`config.mk`:
```
export PLATFORM = sky130hd
export DESIGN_NAME = framing_decoding
export DESIGN_NICKNAME = d
export VERILOG_FILES = /design/src/rtl/framing_decoding.sv
export SDC_FILE = /design/constraint.sdc
export NUM_CORES = 1
export LEC_CHECK = 0
export CAP_MARGIN = 20
export CELL_PAD_IN_SITES_DETAIL_PLACEMENT = 1
export CELL_PAD_IN_SITES_GLOBAL_PLACEMENT = 2
export CORE_ASPECT_RATIO = 0.7
export CORE_MARGIN = 8
export CORE_UTILIZATION = 41
export CTS_CLUSTER_SIZE = 12
export DETAILED_ROUTE_END_ITERATION = 6
export PLACE_DENSITY_LB_ADDON = 0.3
export SYNTH_ARGS = -nofsm -noshare
export SYNTH_HDL_FRONTEND = slang
export SYNTH_SLANG_ARGS = --single-unit
export TNS_END_PERCENT = 100
```
`constraint.sdc`:
```
create_clock -name clk -period 5.16 [get_ports clk]
set_input_delay 0.516 -clock clk [delete_from_list [all_inputs] [get_ports clk]]
set_output_delay 0.516 -clock clk [all_outputs]
set_load 0.005 [all_outputs]
```
`src/rtl/framing_decoding.sv`:
```
// Serial frame decoder: SFD hunt, PHR length/whitening decode, PN9 de-whitening and CRC-16 check.
// Define FRAMING_DECODING_TIMEOUT_EN to abort a frame after TIMEOUT_CYC idle cycles inside PHR/PSDU.
module framing_decoding #(
    parameter logic [15:0] SFD         = 16'h904E,
    parameter logic [10:0] MAX_LEN     = 11'd2047,
    parameter logic [15:0] TIMEOUT_CYC = 16'd4096
) (
    input  logic        clk,
    input  logic        rst,
    input  logic        bit_in,
    input  logic        bit_in_valid,
    output logic [7:0]  psdu_out,
    output logic        psdu_out_valid,
    output logic [10:0] phr_len,
    output logic        frame_start,
    output logic        frame_done,
    output logic        crc_ok,
    output logic        frame_err
);

    typedef enum logic [1:0] {IDLE, PHR, PSDU} state_t;

    state_t      state_q, state_d;
    logic [14:0] sfd_sr_q, sfd_sr_d;       // older 15 bits; the live bit completes the 16-bit window
    logic [9:0]  len_sr_q, len_sr_d;       // only the PHR bits that can still land in L are kept
    logic [3:0]  bit_cnt_q, bit_cnt_d;
    logic [10:0] oct_cnt_q, oct_cnt_d;
    logic [6:0]  byte_sr_q, byte_sr_d;
    logic        dw_q, dw_d;
    logic [8:0]  pn_q, pn_d;
    logic [15:0] crc_q, crc_d;
    logic [7:0]  psdu_out_q, psdu_out_d;
    logic        psdu_valid_q, psdu_valid_d;
    logic [10:0] phr_len_q, phr_len_d;
    logic        frame_start_q, frame_start_d;
    logic        frame_done_q, frame_done_d;
    logic        crc_ok_q, crc_ok_d;
    logic        frame_err_q, frame_err_d;
`ifdef FRAMING_DECODING_TIMEOUT_EN
    logic [15:0] idle_cnt_q, idle_cnt_d;
`endif

    logic        dbit;
    logic [15:0] crc_next;
    logic [7:0]  octet;
    logic [10:0] len_word;

    always_comb begin
        // NOTE: every variable gets a default first so no path through the case infers a latch.
        state_d       = state_q;
        sfd_sr_d      = sfd_sr_q;
        len_sr_d      = len_sr_q;
        bit_cnt_d     = bit_cnt_q;
        oct_cnt_d     = oct_cnt_q;
        byte_sr_d     = byte_sr_q;
        dw_d          = dw_q;
        pn_d          = pn_q;
        crc_d         = crc_q;
        psdu_out_d    = psdu_out_q;
        psdu_valid_d  = 1'b0;
        phr_len_d     = phr_len_q;
        frame_start_d = 1'b0;
        frame_done_d  = 1'b0;
        crc_ok_d      = crc_ok_q;
        frame_err_d   = 1'b0;
        dbit          = dw_q ? (bit_in ^ pn_q[0]) : bit_in;
        crc_next      = {crc_q[14:0], 1'b0} ^ ((crc_q[15] ^ dbit) ? 16'h1021 : 16'h0000);
        octet         = {byte_sr_q, dbit};
        len_word      = {len_sr_q, bit_in};
`ifdef FRAMING_DECODING_TIMEOUT_EN
        idle_cnt_d    = 16'd0;
`endif

        if (bit_in_valid) begin
            case (state_q)
                IDLE: begin
                    sfd_sr_d = {sfd_sr_q[13:0], bit_in};
                    if ({sfd_sr_q, bit_in} == SFD) begin
                        frame_start_d = 1'b1;
                        crc_ok_d      = 1'b0;
                        sfd_sr_d      = 15'd0;
                        bit_cnt_d     = 4'd0;
                        state_d       = PHR;
                    end
                end
                PHR: begin
                    len_sr_d  = {len_sr_q[8:0], bit_in};
                    bit_cnt_d = bit_cnt_q + 4'd1;
                    if (bit_cnt_q == 4'd3) begin
                        dw_d = bit_in;           // PHR bit 12 arrives fourth, MSB-first
                    end
                    if (bit_cnt_q == 4'd15) begin
                        phr_len_d = len_word;
                        bit_cnt_d = 4'd0;
                        if (len_word < 11'd3 || len_word > MAX_LEN) begin
                            frame_err_d = 1'b1;
                            state_d     = IDLE;
                        end else begin
                            pn_d      = 9'h1FF;
                            crc_d     = 16'h0000;
                            oct_cnt_d = 11'd0;
                            state_d   = PSDU;
                        end
                    end
                end
                PSDU: begin
                    if (dw_q) begin
                        pn_d = {pn_q[0] ^ pn_q[5], pn_q[8:1]};
                    end
                    crc_d     = crc_next;
                    byte_sr_d = {byte_sr_q[5:0], dbit};
                    bit_cnt_d = bit_cnt_q + 4'd1;
                    if (bit_cnt_q == 4'd7) begin
                        bit_cnt_d = 4'd0;
                        oct_cnt_d = oct_cnt_q + 11'd1;
                        if (oct_cnt_q < phr_len_q - 11'd2) begin
                            psdu_out_d   = octet;
                            psdu_valid_d = 1'b1;
                        end
                        if (oct_cnt_q == phr_len_q - 11'd1) begin
                            frame_done_d = 1'b1;
                            crc_ok_d     = (crc_next == 16'h0000);
                            state_d      = IDLE;
                        end
                    end
                end
                default: state_d = IDLE;
            endcase
        end

`ifdef FRAMING_DECODING_TIMEOUT_EN
        // Counts only stalled cycles inside a frame; any accepted bit restarts the watchdog.
        if (state_q != IDLE && !bit_in_valid) begin
            if (idle_cnt_q == TIMEOUT_CYC - 16'd1) begin
                frame_err_d = 1'b1;
                sfd_sr_d    = 15'd0;
                state_d     = IDLE;
            end else begin
                idle_cnt_d = idle_cnt_q + 16'd1;
            end
        end
`endif
    end

    // NOTE: state registers use non-blocking assignments so every flop samples pre-edge values.
    always_ff @(posedge clk or posedge rst) begin
        if (rst) begin
            state_q       <= IDLE;
            sfd_sr_q      <= 15'd0;
            len_sr_q      <= 10'd0;
            bit_cnt_q     <= 4'd0;
            oct_cnt_q     <= 11'd0;
            byte_sr_q     <= 7'd0;
            dw_q          <= 1'b0;
            pn_q          <= 9'h1FF;
            crc_q         <= 16'h0000;
            psdu_out_q    <= 8'd0;
            psdu_valid_q  <= 1'b0;
            phr_len_q     <= 11'd0;
            frame_start_q <= 1'b0;
            frame_done_q  <= 1'b0;
            crc_ok_q      <= 1'b0;
            frame_err_q   <= 1'b0;
`ifdef FRAMING_DECODING_TIMEOUT_EN
            idle_cnt_q    <= 16'd0;
`endif
        end else begin
            state_q       <= state_d;
            sfd_sr_q      <= sfd_sr_d;
            len_sr_q      <= len_sr_d;
            bit_cnt_q     <= bit_cnt_d;
            oct_cnt_q     <= oct_cnt_d;
            byte_sr_q     <= byte_sr_d;
            dw_q          <= dw_d;
            pn_q          <= pn_d;
            crc_q         <= crc_d;
            psdu_out_q    <= psdu_out_d;
            psdu_valid_q  <= psdu_valid_d;
            phr_len_q     <= phr_len_d;
            frame_start_q <= frame_start_d;
            frame_done_q  <= frame_done_d;
            crc_ok_q      <= crc_ok_d;
            frame_err_q   <= frame_err_d;
`ifdef FRAMING_DECODING_TIMEOUT_EN
            idle_cnt_q    <= idle_cnt_d;
`endif
        end
    end

    assign psdu_out       = psdu_out_q;
    assign psdu_out_valid = psdu_valid_q;
    assign phr_len        = phr_len_q;
    assign frame_start    = frame_start_q;
    assign frame_done     = frame_done_q;
    assign crc_ok         = crc_ok_q;
    assign frame_err      = frame_err_q;

endmodule

```
==> reports/qor.yml <==
grt:
  grt_max_degree: 54
  final_global_route_overflow_total: 0
  grtUsageTotal_pct: 16.57
  number_of_global_route_vias_before_repair: 4399
  grt_antenna_before_repair: 0
  grt_pass1_wl_um: 22560
hold_path:
  worst_hold_path_type: "reg2reg"
  hold_path_depth: 2
synthesis:
  synthesized_area_fraction_occupied_by_xor_and_xnor_cells_pct: 4.972
  netlist_instances: 594
  synth-async-reset-ratio_pct: 100.0
  synthDistinctLibCells: 54
  post_synth_edffs: 0
  yosys.area_share.simple_pct: 24.55
  dominantRegCellSynth: "sky130_fd_sc_hd__dfrtp_1"
  synth-compound-area-share_pct: 10.84
  synthAdderAreaFrac_pct: 4.498
  yosys.area.top_type: "sky130_fd_sc_hd__dfrtp_1"
  ranking_of_synthesized_cells_by_area: "sky130_fd_sc_hd__dfrtp_1 (43%), sky130_fd_sc_hd__nand2_1 (9.9%), sky130_fd_sc_hd__nand3_1 (5.7%)"
  postSynthAreaPerCell_um2: 8.897
  yosys.area.top_type_share_pct: 42.61
  combinational_family_with_the_most_area_after_synthesis: "simple AND/OR/NAND/NOR gates"
  postSynthNetCount: 617
  synth.area.mux_share_pct: 4.474
  synth_seq_cells: 99
  ys_warn_count: 0
  syn_area_um2: 5285
  sequential_share_of_the_synthesized_area_pct: 47.09
drt:
  number_of_detailed_route_iterations_in_the_first_pass: 4
  drt-vias-per-instance: 5.415
  via_total_after_detailed_routing: 4191
  detail_route.wl_per_cell_um: 16.97
  postRouteAntennaNets: 0
  wl_um: 13130
  drt_iter0_markers: 203
  drc: 0
placement:
  port_buffers: 27
  detailed_place.area_um2: 5684
  dpl.cell_count: 758
  detailed_place_hpwl_um: 9117
  globalplace.congestion: 0.7899
layout:
  number_of_nets_in_the_final_layout: 630
  area_growth_pct: 12.76
  drive_above_1_share_pct: 8.987
  layout.area.seq_um2: 2489
  multiInputGateArea_um2: 2611
  design_area_um2: 5959
  diodes: 0
  num-fill-cells: 1470
  finalNonFillerCells: 774
timing:
  setup_tns_ns: 0
  hold_viol_final: 0
  finalSetupViolCount: 0
  timing_worst_slew_pin_value_ns: 0.9573
  final.hold.worst_slack_ns: 0.4939
  unrepaired_setup_endpoints_after_global_routing: "false"
  slew_viol_final: 0
  worst_clock_skew_ns: 0.008478
  fmaxAchievable_ghz: 0.2989
  slew_headroom_pct: 35.94
  timing.final.crit_period_ns: 3.345
  period_share_pct: 64.83
run_status:
  run_status: "finished, final reports clean"
floorplanning:
  fp.coreArea_um2: 12510
  num_rows: 34
  fp.dieArea_um2: 16840
  die_h_um: 111.0
  dieWidth_um: 151.7
  initial_utilization_pct: 42.26
  pin_count: 28
cts:
  clk_root_buffer_cell: "sky130_fd_sc_hd__clkbuf_16"
  clk-insertion-delay-late_ns: 0.35
  cts_buffers: 9
  clock_tree_from_tritoncts: "done"
  clkTransAtPathRegs_ns: 0.07
  cts_max_path_buffers: 2
  post_cts_resized: 0
  postCtsSetupRepairBufs: 0
  clock-sinks: 99
  postCtsHoldBufs: 0
  h-tree-depth: 3
power_and_ir_drop:
  fin_total_pwr_mw: 2.463
  power.density_nw_per_um2: 413.2
  ir_drop_mv: 0.1900
  p_leak_nw: 2.721
worst_setup_path:
  ff2ff_setup_slack_ns: 1.81
  timing.critical_path.to_type: "flop"
  largest_fanout_on_the_critical_path: 11
  crit_path_cell_trace: "or4_1, nor2_1, nand3b_1, xor2_1, ha_1, a21oi_1, nand4_1, or4_1, nand3b_1"
  crit_path_max_incr_delay_ns: 0.66
  arrival_ns: 3.63
  setup.worst_path.start_class: "flop"
  critical_path_required_ns: 5.44
  worst_r2r_path_depth: 9
  criticalPathCategory: "reg2reg"
  critPathSlowestCell: "sky130_fd_sc_hd__or4_1"
job:
  max-cap-violations: 0
==> per-layer routing <==
layer | vias up | part of all wire (%) | global-route usage (%) | routed length [um]
met1 | 2087 | 52 | 24.36 | 6790
met2 | 38 | 44 | 24.15 | 5830
li1 | 2054 | - | - | -
met5 | - | 0 | 0 | 0
met4 | 0 | 1.0 | 3.906 | 137
met3 | 12 | 2.9 | 3.467 | 375
==> state kept, by name, summed over array words and instances (netlist names) <==
name and cells:
dw_q 1, frame_done 1, crc_ok 1, phr_len 11, oct_cnt_q 11, psdu_out_valid 1, crc_q 16, frame_start 1
state_q 2, psdu_out 8, sfd_sr_q 15, pn_q 9, bit_cnt_q 4, len_sr_q 10, byte_sr_q 7, frame_err 1
==> layout by cell type, fill, tap and decap left out, types with 3 or more instances in the layout <==
| master | synthesis | layout |
|---|---|---|
| sky130_fd_sc_hd__mux2_2 | 17 | 17 |
| sky130_fd_sc_hd__o21a_1 | 4 | 4 |
| sky130_fd_sc_hd__nor4_1 | 6 | 6 |
| sky130_fd_sc_hd__ha_1 | 19 | 19 |
| sky130_fd_sc_hd__dfstp_2 | 9 | 9 |
| sky130_fd_sc_hd__clkbuf_16 | 0 | 9 |
| sky130_fd_sc_hd__a21oi_1 | 17 | 16 |
| sky130_fd_sc_hd__xnor2_1 | 18 | 18 |
| sky130_fd_sc_hd__o21ai_0 | 31 | 31 |
| sky130_fd_sc_hd__a311o_1 | 7 | 7 |
| sky130_fd_sc_hd__mux2i_1 | 3 | 3 |
| sky130_fd_sc_hd__and3_1 | 3 | 3 |
| sky130_fd_sc_hd__nor3_1 | 7 | 7 |
| sky130_fd_sc_hd__nor2_1 | 47 | 47 |
| sky130_fd_sc_hd__nor4b_1 | 3 | 3 |
| sky130_fd_sc_hd__nand3_1 | 60 | 60 |
| sky130_fd_sc_hd__xor2_1 | 12 | 12 |
| sky130_fd_sc_hd__o31ai_1 | 5 | 5 |
| sky130_fd_sc_hd__nand2_1 | 139 | 139 |
| sky130_fd_sc_hd__buf_4 | 0 | 6 |
| sky130_fd_sc_hd__clkdlybuf4s50_1 | 0 | 27 |
| sky130_fd_sc_hd__a211oi_1 | 4 | 4 |
| sky130_fd_sc_hd__and2_1 | 4 | 4 |
| sky130_fd_sc_hd__dfrtp_1 | 90 | 90 |
| sky130_fd_sc_hd__a31oi_1 | 3 | 3 |
| sky130_fd_sc_hd__clkbuf_1 | 26 | 3 |
| sky130_fd_sc_hd__nand4_1 | 4 | 4 |
| sky130_fd_sc_hd__inv_1 | 17 | 16 |
==> final timing paths <==
check	startpoint	endpoint
max reg2reg	phr_len[7]	psdu_out[0]
min in group asynchronous	rst	bit_cnt_q[0]
min reg2reg	sfd_sr_q[14]	sfd_sr_q[14]
max	phr_len[7]	psdu_out[0]
max in group asynchronous	rst	phr_len[9]
min	sfd_sr_q[14]	sfd_sr_q[14]
==> Yosys cell counts (all sizes together) (3+ instances only) <==
| cell type | n |
|---|---|
| a21oi | 17 |
| a31oi | 3 |
| o21ai | 34 |
| inv | 17 |
| a311o | 7 |
| o21a | 4 |
| nor2 | 47 |
| nand4 | 4 |
| and3 | 3 |
| a211oi | 4 |
| xor2 | 12 |
| o31ai | 5 |
| mux2 | 18 |
| or2 | 3 |
| ha | 19 |
| dfstp | 9 |
| clkbuf | 26 |
| dfrtp | 90 |
| nor3b | 3 |
| and2 | 4 |
| nor4 | 7 |
| buf | 5 |
| nor3 | 7 |
| mux2i | 3 |
| nor4b | 3 |
| nand3 | 60 |
| nand2 | 139 |
| xnor2 | 18 |
==> stage by stage <==
stage / utilization [%] / worst slack [ns]
final: 47.65 / 1.815
after detailed placement: 45.45 / 1.544
after global placement: 45.45 / 1.696
after floorplan: - / 2.068
after global routing: 47.65 / 1.497
after CTS: 47.65 / 1.818
==> critical path: cells and delay by family, from the launching register on <==
family,cells,cell delay [ns]
flip-flops,1,0.50
AND/OR/NAND/NOR,6,2.10
AO/OA/AOI/OAI,1,0.19
XOR/XNOR,1,0.17
adder cells (fa/ha/maj),1,0.31
==> logic make-up (layout without fill, tap and decap cells) <==
family,after synthesis,count (layout)
and+or+nand+nor,290,290
DFF,99,99
AOI/OAI and AO/OA,87,87
buffers and inverters,48,66
xor gates and xnor gates,30,30
muxes,21,21
adders and majority gates,19,19
==> cell type report <==
class | count | share of cell area, %
clock inverters | 3 | 0.4199
flip-flops and latches | 99 | 41.76
repair buffers | 33 | 5.291
multi-input cells | 447 | 43.82
clock buffers | 13 | 4.199
well taps | 162 | 3.401
inverters | 17 | 1.113
==> power by group <==
part | switching [mW] | internal (mW) | leakage [nW] | total, mW
Clock | 0.291 | 0.343 | 0.130 | 0.634
Combinational | 0.397 | 0.287 | 1.32 | 0.684
Sequential | 0.170 | 0.975 | 1.27 | 1.14
Total | 0.858 | 1.60 | 2.72 | 2.46
Power figures use the tool's default switching activity.
